[src/rtl/compliance_sig_dumper.sv]
// Compliance signature dumper: streams a device-programmed RAM region over the host port, one sig_valid_o pulse per word.
// Device response 1 cycle after every request; host reads stall on host_gnt_i; sig_* has no backpressure.
module compliance_sig_dumper #(
  parameter int unsigned SigMaxWords = 16384
) (
  input  logic        clk_i,
  input  logic        rst_ni,
  input  logic        dev_req_i,
  input  logic        dev_we_i,
  input  logic [31:0] dev_addr_i,
  input  logic [31:0] dev_wdata_i,
  input  logic [3:0]  dev_be_i,
  output logic        dev_rvalid_o,
  output logic [31:0] dev_rdata_o,
  output logic        dev_err_o,
  output logic        host_req_o,
  input  logic        host_gnt_i,
  output logic [31:0] host_addr_o,
  input  logic        host_rvalid_i,
  input  logic [31:0] host_rdata_i,
  input  logic        host_err_i,
  output logic        sig_valid_o,
  output logic [31:0] sig_addr_o,
  output logic [31:0] sig_data_o,
  output logic        done_o,
  output logic        err_o
);
  localparam int unsigned CntW = $clog2(SigMaxWords + 1);

  localparam logic [7:0] RegBegin  = 8'h00;
  localparam logic [7:0] RegEnd    = 8'h01;
  localparam logic [7:0] RegCtrl   = 8'h02;
  localparam logic [7:0] RegStatus = 8'h03;
  localparam logic [7:0] RegCount  = 8'h04;

  typedef enum logic [2:0] {
    ST_IDLE,
    ST_CHECK,
    ST_REQ,
    ST_WAIT,
    ST_DONE,
    ST_ERROR
  } state_e;

  typedef struct packed {
    logic        err;
    logic [31:0] rdata;
  } dev_rsp_t;

  state_e          state_q, state_d;
  logic [29:0]     begin_q, end_q;
  logic [31:0]     cur_q;
  logic [CntW-1:0] count_q;
  dev_rsp_t        rsp_d, rsp_q;
  logic            rvalid_q;
  logic            sig_valid_q;
  logic [31:0]     sig_addr_q, sig_data_q;

  logic [31:0] begin_addr, end_addr, span, cur_nxt;
  logic [7:0]  reg_idx;
  logic        busy, full_be, wr_begin, wr_end, start;
  logic        too_many, last_word, word_ok;

  assign begin_addr = {begin_q, 2'b00};
  assign end_addr   = {end_q, 2'b00};
  assign span       = end_addr - begin_addr;
  assign too_many   = (span >> 2) > 32'(SigMaxWords);
  assign cur_nxt    = cur_q + 32'd4;
  // A wrap to 0 ends the dump even though 0 < END.
  assign last_word  = (cur_nxt >= end_addr) || (cur_nxt == 32'd0);
  assign word_ok    = (state_q == ST_WAIT) && host_rvalid_i && !host_err_i;
  assign busy       = (state_q == ST_CHECK) || (state_q == ST_REQ) || (state_q == ST_WAIT);
  assign reg_idx    = dev_addr_i[9:2];
  assign full_be    = (dev_be_i == 4'hF);

  logic unused_ok;
  assign unused_ok = ^{dev_addr_i[31:10], dev_addr_i[1:0], dev_wdata_i[1]};

  // Register decode; writes to BEGIN/END/CTRL while busy are dropped silently.
  always_comb begin
    rsp_d    = '0;
    wr_begin = 1'b0;
    wr_end   = 1'b0;
    start    = 1'b0;
    if (dev_req_i) begin
      case (reg_idx)
        RegBegin: begin
          if (dev_we_i) begin
            if (!full_be) rsp_d.err = 1'b1;
            else          wr_begin  = !busy;
          end else begin
            rsp_d.rdata = begin_addr;
          end
        end
        RegEnd: begin
          if (dev_we_i) begin
            if (!full_be) rsp_d.err = 1'b1;
            else          wr_end    = !busy;
          end else begin
            rsp_d.rdata = end_addr;
          end
        end
        RegCtrl: begin
          if (dev_we_i) begin
            if (!full_be) rsp_d.err = 1'b1;
            else          start     = !busy && dev_wdata_i[0];
          end
        end
        RegStatus: begin
          if (dev_we_i) rsp_d.err   = 1'b1;
          else          rsp_d.rdata = {29'd0, busy, err_o, done_o};
        end
        RegCount: begin
          if (dev_we_i) rsp_d.err   = 1'b1;
          else          rsp_d.rdata = {{(32-CntW){1'b0}}, count_q};
        end
        default: rsp_d.err = 1'b1;
      endcase
    end
  end

  always_ff @(posedge clk_i or negedge rst_ni) begin
    if (!rst_ni) begin
      state_q <= ST_IDLE;
    end else begin
      state_q <= state_d;
    end
  end

  always_comb begin
    state_d = state_q;
    case (state_q)
      ST_IDLE, ST_DONE, ST_ERROR: begin
        if (start) state_d = ST_CHECK;
      end
      ST_CHECK: begin
        if (end_addr <= begin_addr) state_d = ST_DONE;
        else if (too_many)          state_d = ST_ERROR;
        else                        state_d = ST_REQ;
      end
      ST_REQ: begin
        if (host_gnt_i) state_d = ST_WAIT;
      end
      ST_WAIT: begin
        if (host_rvalid_i) begin
          if (host_err_i)     state_d = ST_ERROR;
          else if (last_word) state_d = ST_DONE;
          else                state_d = ST_REQ;
        end
      end
      default: state_d = ST_IDLE;
    endcase
  end

  always_comb begin
    host_req_o  = 1'b0;
    host_addr_o = '0;
    done_o      = 1'b0;
    err_o       = 1'b0;
    case (state_q)
      ST_REQ: begin
        host_req_o  = 1'b1;
        host_addr_o = cur_q;
      end
      ST_DONE:  done_o = 1'b1;
      ST_ERROR: err_o  = 1'b1;
      default: ;
    endcase
  end

  always_ff @(posedge clk_i or negedge rst_ni) begin
    if (!rst_ni) begin
      begin_q     <= '0;
      end_q       <= '0;
      cur_q       <= '0;
      count_q     <= '0;
      rsp_q       <= '0;
      rvalid_q    <= 1'b0;
      sig_valid_q <= 1'b0;
      sig_addr_q  <= '0;
      sig_data_q  <= '0;
    end else begin
      rvalid_q    <= dev_req_i;
      rsp_q       <= rsp_d;
      sig_valid_q <= 1'b0;
      if (wr_begin) begin_q <= dev_wdata_i[31:2];
      if (wr_end)   end_q   <= dev_wdata_i[31:2];
      if (start) begin
        cur_q   <= begin_addr;
        count_q <= '0;
      end
      if (word_ok) begin
        sig_valid_q <= 1'b1;
        sig_addr_q  <= cur_q;
        sig_data_q  <= host_rdata_i;
        count_q     <= count_q + CntW'(1);
        cur_q       <= cur_nxt;
      end
    end
  end

  assign dev_rvalid_o = rvalid_q;
  assign dev_rdata_o  = rsp_q.rdata;
  assign dev_err_o    = rsp_q.err;
  assign sig_valid_o  = sig_valid_q;
  assign sig_addr_o   = sig_addr_q;
  assign sig_data_o   = sig_data_q;

endmodule

[config.mk]
export PLATFORM = sky130hd
export DESIGN_NAME = compliance_sig_dumper
export DESIGN_NICKNAME = d
export VERILOG_FILES = /design/src/rtl/compliance_sig_dumper.sv
export SDC_FILE = /design/constraint.sdc
export NUM_CORES = 1
export LEC_CHECK = 0
export BUFFER_PORTS_ARGS = -buffer_cell sky130_fd_sc_hd__buf_2
export CAP_MARGIN = 20
export CORE_MARGIN = 2
export CORE_UTILIZATION = 30
export CTS_BUF_LIST = sky130_fd_sc_hd__clkbuf_16
export CTS_CLUSTER_DIAMETER = 60
export DETAILED_ROUTE_END_ITERATION = 10
export PLACE_DENSITY = 0.56
export SYNTH_ARGS = -nofsm -noshare
export SYNTH_HDL_FRONTEND = slang
export SYNTH_SLANG_ARGS = --single-unit
[constraint.sdc]
create_clock -name clk_i -period 8.9 [get_ports clk_i]
set_input_delay 1.78 -clock clk_i [delete_from_list [all_inputs] [get_ports clk_i]]
set_output_delay 1.78 -clock clk_i [all_outputs]
set_load 0.005 [all_outputs]
# Word level (Yosys, flattened, before mapping)

Index checks and enable logic that the tools add are counted.

Multiplexer cells: 37
Reductions and logical operators: 16
Eq/ne operators: 13
Add/sub/neg operators: 3
Magnitude comparators: 3

Operator list:

| cell                    | number |
|---|---|
| $mux W32                | 5 |
| $pmux W32 S4            | 1 |
| $mux W15                | 3 |
| $mux W33                | 1 |
| $add A32 B3 Y32 const B | 1 |
| $ge A32 B32 Y1          | 1 |
| $le A32 B32 Y1          | 1 |
| $logic_not A32 Y1       | 1 |
| $sub A32 B32 Y32        | 1 |
| $gt A30 B15 Y1 const B  | 1 |
| $mux W3                 | 8 |
| $mux W1                 | 17 |
| $eq A8 B2 Y1 const B    | 2 |
| $add A15 B1 Y15 const B | 1 |
| $pmux W3 S4             | 1 |
| $eq A8 B1 Y1 const B    | 1 |
| $eq A8 B3 Y1 const B    | 1 |
| $logic_not A8 Y1        | 1 |
| $eq A3 B2 Y1 const B    | 2 |
| $eq A3 B3 Y1 const B    | 2 |
| $ne A2 B2 Y1 const B    | 3 |
| $reduce_or A3 Y1        | 2 |
| $eq A4 B4 Y1 const B    | 1 |
| $eq A3 B1 Y1 const B    | 1 |
| other kinds (8)         | 13 |

Output and inout port bits: 134
Input bits: 107
Register bits after elaboration: 209

# Depth between registers and ports, before layout

Gate-level depths: netlist of the first run.

Word-level depth: 11
Gate-level depth with buffers: 17
Depth with buffers taken out: 16

# Worst setup path before layout of the first run

OpenSTA, ideal clock, no wires.

Kind: input to register
From: input port dev_addr_i[7]
To: register begin_q[10]
Arrival time: 3787 ps
Path buffers: 2
Stages: 8
Path slack: 5030 ps
Library setup time: 83 ps
Cell sequence: or4_1 -> nor4_2 -> nand2_1 -> nor2_1 -> clkbuf_1 -> clkbuf_1 -> nand2_1 -> o21ai_0

Longest elaborated chain between the ends: 3

RTL lines:

| element              | RTL line | source |
|---|---|---|
| from (decl)          | 10       | `input logic [31:0] dev_addr_i,` |
| $logic_not A8 Y1     | 86       | `case (reg_idx)` |
| $mux W1              | 86       |  |
| $mux W1              | 85       | `if (dev_req_i) begin` |
| to (signal assigned) | 186      | `if (wr_begin) begin_q <= dev_wdata_i[31:2];` |
| to (decl)            | 51       | `logic [29:0] begin_q, end_q;` |

Every way passes these cells.
A chain may end at the register's enable or synchronous reset.

# Worst setup path after layout of the first run

From: register state_q[1]
To: output port host_addr_o[2]

Longest elaborated chain between the ends: 2

RTL lines:

| element                | RTL line | source |
|---|---|---|
| from (decl)            | 50       | `state_e state_q, state_d;` |
| from (signal assigned) | 126      | `state_q <= state_d;` |
| $eq A3 B2 Y1           | 160      | `case (state_q)` |
| $mux W32               | 160      |  |
| to (decl)              | 18       | `output logic [31:0] host_addr_o,` |

Every way passes these cells.

==> metrics.cfg, run 1 <==
[outcome]
run_status=finished clean

[detailed_routing]
wire_per_inst_um=18.7
drtIter0Drc=881
vias=11000
totalWireLength_um=40600
drc=0
ant_nets=0
viasPerCell=5.07
dr.pass1.iters=5

[sta]
clock_skew_ps=11.4
slew_headroom=0.387
hold_violations=0
setup_viol=0
setup_tns_ps=0
final-max-slew-violation-count=0
tightest_slew_ps=906
max_freq_mhz=225
rsz0062_at_grt=no
fin_crit_sh=0.499
finalCriticalPeriod_ps=4440

[synth]
synth_top_area_frac=0.414
ys_types=82
yosysSeqAreaShare=0.414
synthMuxAreaShare=0.0503
synth.most_common_cell=nand2_1
synth_common_cells=nand2_1 (299), dfrtp_1 (205), o21ai_0 (116), inv_1 (91), nor2_1 (86)
synth_edf_count=0
syn_avg_cell_area_um2=8.56
synth_top_family_by_area=simple AND/OR/NAND/NOR gates
synth-xor-area-share=0.0288
async_flop_share=1.00
synthFlopType=dfrtp_1
synth_cells=1450
synth_simple_gate_area_share=0.214
yosys_warnings=0
synth_top_cell_by_area=dfrtp_1
synth_compound_area_frac=0.169
synth_area_leaders=dfrtp_1 (41%), nand2_1 (9.0%), ha_1 (6.4%), o21ai_0 (4.7%), mux2_2 (3.2%)
syn_area_mm2=0.0124
ys_ff_latch=205
yosys.area_share.adder=0.0652

[cts]
cts_tree=yes
cts_setup_buffers=0
cts_htree_levels=1
clockBufferDepth=3
cts_resized=0
hold_buffers=0
numCtsBuffers=29
clk_latency_ps=550
cts_root_buf=clkbuf_16
clk_pin_slew_worst_paths_ps=50
cts_sinks=205

[die]
rows=74
start_util=0.304
dieArea_mm2=0.0430
fp.coreArea_mm2=0.0408
design.portCount=241
die_h_um=207
chipWidth_um=207

[pwr]
max-vdd-ir-drop_uv=123
clkPwrFrac=0.475
p_comb_frac=0.093
p_sw_frac=0.268
power_density_mw_per_mm2=159
p_sw_w=0.000629
intPower_w=0.00172
seq_power_share=0.432
power.leakage_nw=7.47

[cells_and_area]
final_nets=1791
drive_gt1_frac=0.199
final_area_mm2=0.0148
finalNonFillerCells=2174
syn_to_final_growth_pct=19.2
n_antenna_cell=0

[grt]
grt_pass1_vias=10900
grt_max_degree=79
antenna_found_initial=2
grt_pass1_wl_um=63500
overflow=0
grt_use_total=0.185

[setup_path]
critical-path-top-delay-family=simple AND/OR/NAND/NOR gates
startpoint_type=flop
cp.arrival_ps=2660
reg2regPathDepth=12
cp_slowest_cell=nor2_2
crit_path_start=state_q[1]$_DFFE_PN0P_
max_stage_delay_ps=830
required_ps=7120
critPathBufInv=1
worstSetupPathDepth=4
reg2reg_to=state_q[1]$_DFFE_PN0P_
crit_path_end_kind=primary output
crit_type=reg2out
critPathCapture=host_addr_o[2]
crit_chain=nand2b_1, nor2_2, and2_1, buf_2
rrSetupSlack_ps=5000
reg2reg_from=end_q[0]$_DFFE_PN0P_
crit_fanout=23

[hold_path]
hold_class=reg2reg

[run]
cap_violations=0

[place]
gp_routability_congestion=0.929
placed_cells=2121
postPlaceCellArea_mm2=0.0139
dp_hpwl_um=30300
portBuffers=211

[registers in the layout, indices dropped and copies added (netlist names), 3 cells and up]
name,flops
count_q,15
state_q,3
sig_addr_o,30
sig_data_o,32
begin_q,30
cur_q,30
dev_rdata_o,32
end_q,30
[placed cells by master, fill, tap and decap left out, types with 17 or more instances in the layout]
| cell | count |
|---|---|
| a21o_1 | 20 |
| a21oi_1 | 65 |
| a22oi_1 | 29 |
| and2_1 | 30 |
| buf_2 | 210 |
| clkbuf_16 | 29 |
| dfrtp_1 | 205 |
| ha_1 | 63 |
| inv_1 | 92 |
| mux2_2 | 35 |
| mux2i_1 | 23 |
| nand2_1 | 299 |
| nand3_1 | 36 |
| nand4_1 | 29 |
| nor2_1 | 84 |
| nor3_1 | 32 |
| o21ai_0 | 116 |
| xnor2_1 | 22 |
| xor2_1 | 17 |
[layout make-up]
cell class                 count  area, µm²
clock buffer                  29        726
timing repair buffer         223       1160
fill                        4209      26000
inverter                      91        342
multi-input combinational   1070       6570
tap                          532        666
sequential                   205       5130
clock inverter                24        204
[routing by layer]
layer,up-vias,GRT usage,wire length (µm)
met1,5282,0.266,19200
met3,46,0.0293,2510
met5,-,0,27
li1,5364,-,-
met4,4,0.0470,796
met2,331,0.289,18100
[cells by family after synthesis]
kind of cell / after synthesis
AOI/OAI and AO/OA: 327
xor gates and xnor gates: 40
adders and majority gates: 64
buffers and inverters: 178
DFF: 205
muxes: 58
other: 1
and+or+nand+nor: 577
[worst register-to-register path, delay by kind of cell, from the launching register on]
| family | cells | cell delay [ps] |
|---|---|---|
| fa+ha+maj | 2 | 620 |
| flops | 1 | 470 |
| compound gates | 6 | 1740 |
| simple gates | 3 | 930 |
| buf+inv | 1 | 70 |
[worst min-delay path by stage]
| stage | start | to | cells after the start |
|---|---|---|---|
| 2_1_floorplan | count_q[14]$_DFFE_PN0P_ | count_q[14]$_DFFE_PN0P_ | 1 |
| 3_3_place_gp | sig_data_o[13]$_DFFE_PN0P_ | sig_data_o[13]$_DFFE_PN0P_ | 2 |
| 3_5_place_dp | sig_addr_o[16]$_DFFE_PN0P_ | sig_addr_o[16]$_DFFE_PN0P_ | 2 |
| 4_1_cts | sig_addr_o[16]$_DFFE_PN0P_ | sig_addr_o[16]$_DFFE_PN0P_ | 2 |
| 5_1_grt | sig_addr_o[15]$_DFFE_PN0P_ | sig_addr_o[15]$_DFFE_PN0P_ | 2 |
| 6_report | sig_addr_o[24]$_DFFE_PN0P_ | sig_addr_o[24]$_DFFE_PN0P_ | 2 |
[stage by stage]
step | total power, W | setup WS [ps] | util | hold slack (ps)
after floorplan | 0.00114 | 5030 | - | 452
after global placement | 0.00125 | 4540 | 0.340 | 452
after detailed placement | 0.00125 | 4500 | 0.340 | 458
after CTS | 0.00239 | 4330 | 0.362 | 473
after global routing | 0.00246 | 4150 | 0.362 | 490
final | 0.00235 | 4460 | 0.362 | 467
[power groups by stage]
stage / sequential [W] / clock, W / combinational [W]
final: 0.00102 / 0.00112 / 0.000217
after global routing: 0.00102 / 0.00119 / 0.000246
after CTS: 0.00102 / 0.00115 / 0.000223
after detailed placement: 0.00103 / 0 / 0.000222
after global placement: 0.00103 / 0 / 0.000218
after floorplan: 0.00101 / 0 / 0.000128
No activity file was read; power rests on OpenSTA's default activity.
==> run 2, diff against run 1 <==
--- a/config.mk
+++ b/config.mk
@@ -5,6 +5,7 @@
 export SDC_FILE = /design/constraint.sdc
 export NUM_CORES = 1
 export LEC_CHECK = 0
+export ABC_AREA = 1
 export BUFFER_PORTS_ARGS = -buffer_cell sky130_fd_sc_hd__buf_2
 export CAP_MARGIN = 20
 export CORE_MARGIN = 2
@@ -12,7 +13,7 @@
 export CTS_BUF_LIST = sky130_fd_sc_hd__clkbuf_16
 export CTS_CLUSTER_DIAMETER = 60
 export DETAILED_ROUTE_END_ITERATION = 10
-export PLACE_DENSITY = 0.56
+export PLACE_DENSITY = 0.57
 export SYNTH_ARGS = -nofsm -noshare
 export SYNTH_HDL_FRONTEND = slang
 export SYNTH_SLANG_ARGS = --single-unit
==> constraint.sdc (replaced) <==
create_clock -name clk_i -period 3.85 [get_ports clk_i]
set_input_delay 0.77 -clock clk_i [delete_from_list [all_inputs] [get_ports clk_i]]
set_output_delay 0.77 -clock clk_i [all_outputs]
set_load 0.005 [all_outputs]
==> metrics.cfg, run 2 <==
[sta]
tightest_slew_ps=805
layout_setup_ws_ps=512
setup_tns_ps=0
final-max-slew-violation-count=0
fin_crit_sh=0.867
rsz0062_at_grt=no
hold_violations=0
finalCriticalPeriod_ps=3340
max_freq_mhz=300
clock_skew_ps=36.6
slew_headroom=0.458
setup_viol=0

[detailed_routing]
ant_nets=0
totalWireLength_um=44400
drtIter0Drc=1120
dr.pass1.iters=6
vias=12700
viasPerCell=4.85
drc=0
wire_per_inst_um=17.0

[pwr]
p_comb_frac=0.207
p_sw_w=0.00208
clkPwrFrac=0.395
power.leakage_nw=8.42
power_density_mw_per_mm2=425
power_w=0.00655
max-vdd-ir-drop_uv=312
intPower_w=0.00447
p_sw_frac=0.318
seq_power_share=0.398

[setup_path]
crit_fanout=7
reg2reg_to=state_q[1]$_DFFE_PN0P_
crit_chain=ha_1, nand2_1, nor2_2, nand2_1, nor2_1, nand2_1, xor2_1, inv_1, ha_1, nand2_1, nor2_1, nand2_1, nor4_1, inv_1, a21oi_1, nor3b_1, nand4_1, nand2_1, inv_1, nand2_1, nand2_1, nand2_1
cp.arrival_ps=3800
rrSetupSlack_ps=510
reg2regPathDepth=22
reg2reg_from=cur_q[2]$_DFFE_PN0P_
cp_slowest_cell=dfrtp_1
cpMostUsedCell=nand2_1
max_stage_delay_ps=500
crit_path_end_kind=flop
crit_type=reg2reg
required_ps=4310
startpoint_type=flop

[place]
dp_slack_ps=536
placed_cells=2572
gp_routability_congestion=0.936
dp_hpwl_um=34700
portBuffers=211

[synth]
synth_top_area_frac=0.402
synthFlopType=dfrtp_1
synth_area_leaders=dfrtp_1 (40%), nand2_1 (19%), inv_1 (9.0%), ha_1 (6.2%), nor2_1 (5.2%)
synth.most_common_cell=nand2_1
synth_cells=1851
ys_ff_latch=205
syn_avg_cell_area_um2=6.89
synth_edf_count=0
yosys_warnings=0
async_flop_share=1.00
syn_area_mm2=0.0128
synth_common_cells=nand2_1 (644), inv_1 (305), dfrtp_1 (205), nor2_1 (178), o21ai_0 (116)
ys_types=43
yosysSeqAreaShare=0.402
synth_top_cell_by_area=dfrtp_1

[cells_and_area]
syn_to_final_growth_pct=20.8
final_nets=2233
finalNonFillerCells=2620
mostFrequentLayoutCell=nand2_1
fin_util=0.367
n_antenna_cell=0
most-common-layout-cells=nand2_1 (644), inv_1 (307), buf_2 (210)
nFillCells=4416
drive_gt1_frac=0.140

[grt]
grt_use_total=0.199
overflow=0
grt_pass1_vias=12100
antenna_found_initial=0
grt_max_degree=90
grt_pass1_wl_um=68700

[die]
dieArea_mm2=0.0442
start_util=0.304
rows=75
fp.coreArea_mm2=0.0419
design.portCount=241
die_h_um=210
chipWidth_um=210

[run]
cap_violations=0

[cts]
hold_buffers=0
cts_root_buf=clkbuf_16
cts_tree=yes
cts_htree_levels=1
cts_setup_buffers=0
numCtsBuffers=27
clk_latency_ps=570
cts_resized=0
clk_pin_slew_worst_paths_ps=70
cts_sinks=205
clockBufferDepth=3

[hold_path]
hold_class=in2async

[outcome]
run_status=finished clean

==> run 2: cell types whose count changed in the layout (fill, tap and decap cells not counted), sizes merged, moves of 11 or more <==
cell / previous run / this run
nand2: 299 / 644
inv: 98 / 312
nor2: 86 / 184
mux2: 35 / 0
o221ai: 1 / 30
nand3: 37 / 65
and2: 30 / 3
a22oi: 29 / 3
xnor2: 23 / 0
mux2i: 23 / 1
a21o: 20 / 1
nor3: 33 / 15
nand2b: 11 / 0
==> run 2: worst max-delay path by stage <==
| stage | startpoint | end | slack (ps) |
|---|---|---|---|
| global route | cur_q[2]$_DFFE_PN0P_ | state_q[1]$_DFFE_PN0P_ | 170 |
| global placement | cur_q[2]$_DFFE_PN0P_ | state_q[1]$_DFFE_PN0P_ | 440 |
| detailed placement | cur_q[2]$_DFFE_PN0P_ | state_q[1]$_DFFE_PN0P_ | 540 |
| CTS | cur_q[2]$_DFFE_PN0P_ | state_q[1]$_DFFE_PN0P_ | 510 |
| floorplan | cur_q[2]$_DFFE_PN0P_ | state_q[1]$_DFFE_PN0P_ | 1130 |
| finish | cur_q[2]$_DFFE_PN0P_ | state_q[1]$_DFFE_PN0P_ | 510 |
==> run 2: layer usage <==
metal | vias to the layer above | GRT usage | routed length [µm]
met5 | - | 0 | 0
met4 | 0 | 0.0616 | 1300
met3 | 83 | 0.0301 | 2880
met2 | 418 | 0.333 | 20600
met1 | 5962 | 0.265 | 19700
li1 | 6255 | - | -
==> run 2: layout make-up <==
cell class	count	area (µm²)	share of cell area
Clock buffer	27	676	0.0439
Tap cell	539	674	0.0438
Clock inverter	21	239	0.0155
Sequential cell	205	5130	0.333
Multi-Input combinational cell	1286	6260	0.406
Inverter	310	1160	0.0756
Timing Repair Buffer	232	1260	0.0818
==> run 2: power by group through the flow <==
stage | logic [W] | clock network [W] | registers, W
after global routing | 0.00156 | 0.00273 | 0.00264
after global placement | 0.00132 | 0 | 0.00263
after CTS | 0.00136 | 0.00265 | 0.00260
final | 0.00136 | 0.00259 | 0.00261
after detailed placement | 0.00136 | 0 | 0.00264
after floorplan | 0.000806 | 0 | 0.00261
==> run 2: kinds of logic (layout without fill, tap and decap cells) <==
group           count (synthesis)  count (layout)  synth area share
flops                         205             205             0.402
xor+xnor                       13              13           0.00893
compound gates                251             251             0.112
simple gates                  953             953             0.304
fa+ha+maj                      64              64            0.0634
buf+inv                       363             590             0.109
mux                             1               1          0.000785
other cells                     1               4          0.000294
==> run 2: stage by stage <==
step	hold slack [ps]	cell area, µm²
2_1_floorplan	446	12800
3_3_place_gp	448	14500
3_5_place_dp	453	14500
4_1_cts	291	15400
5_1_grt	298	15400
6_report	234	15400
==> run 2: critical path, delay by kind of cell (launching register included) <==
family / cells / cell delay [ps]
xor+xnor: 1 / 270
simple gates: 15 / 1600
buf+inv: 3 / 240
compound gates: 1 / 130
fa+ha+maj: 2 / 490
flops: 1 / 500
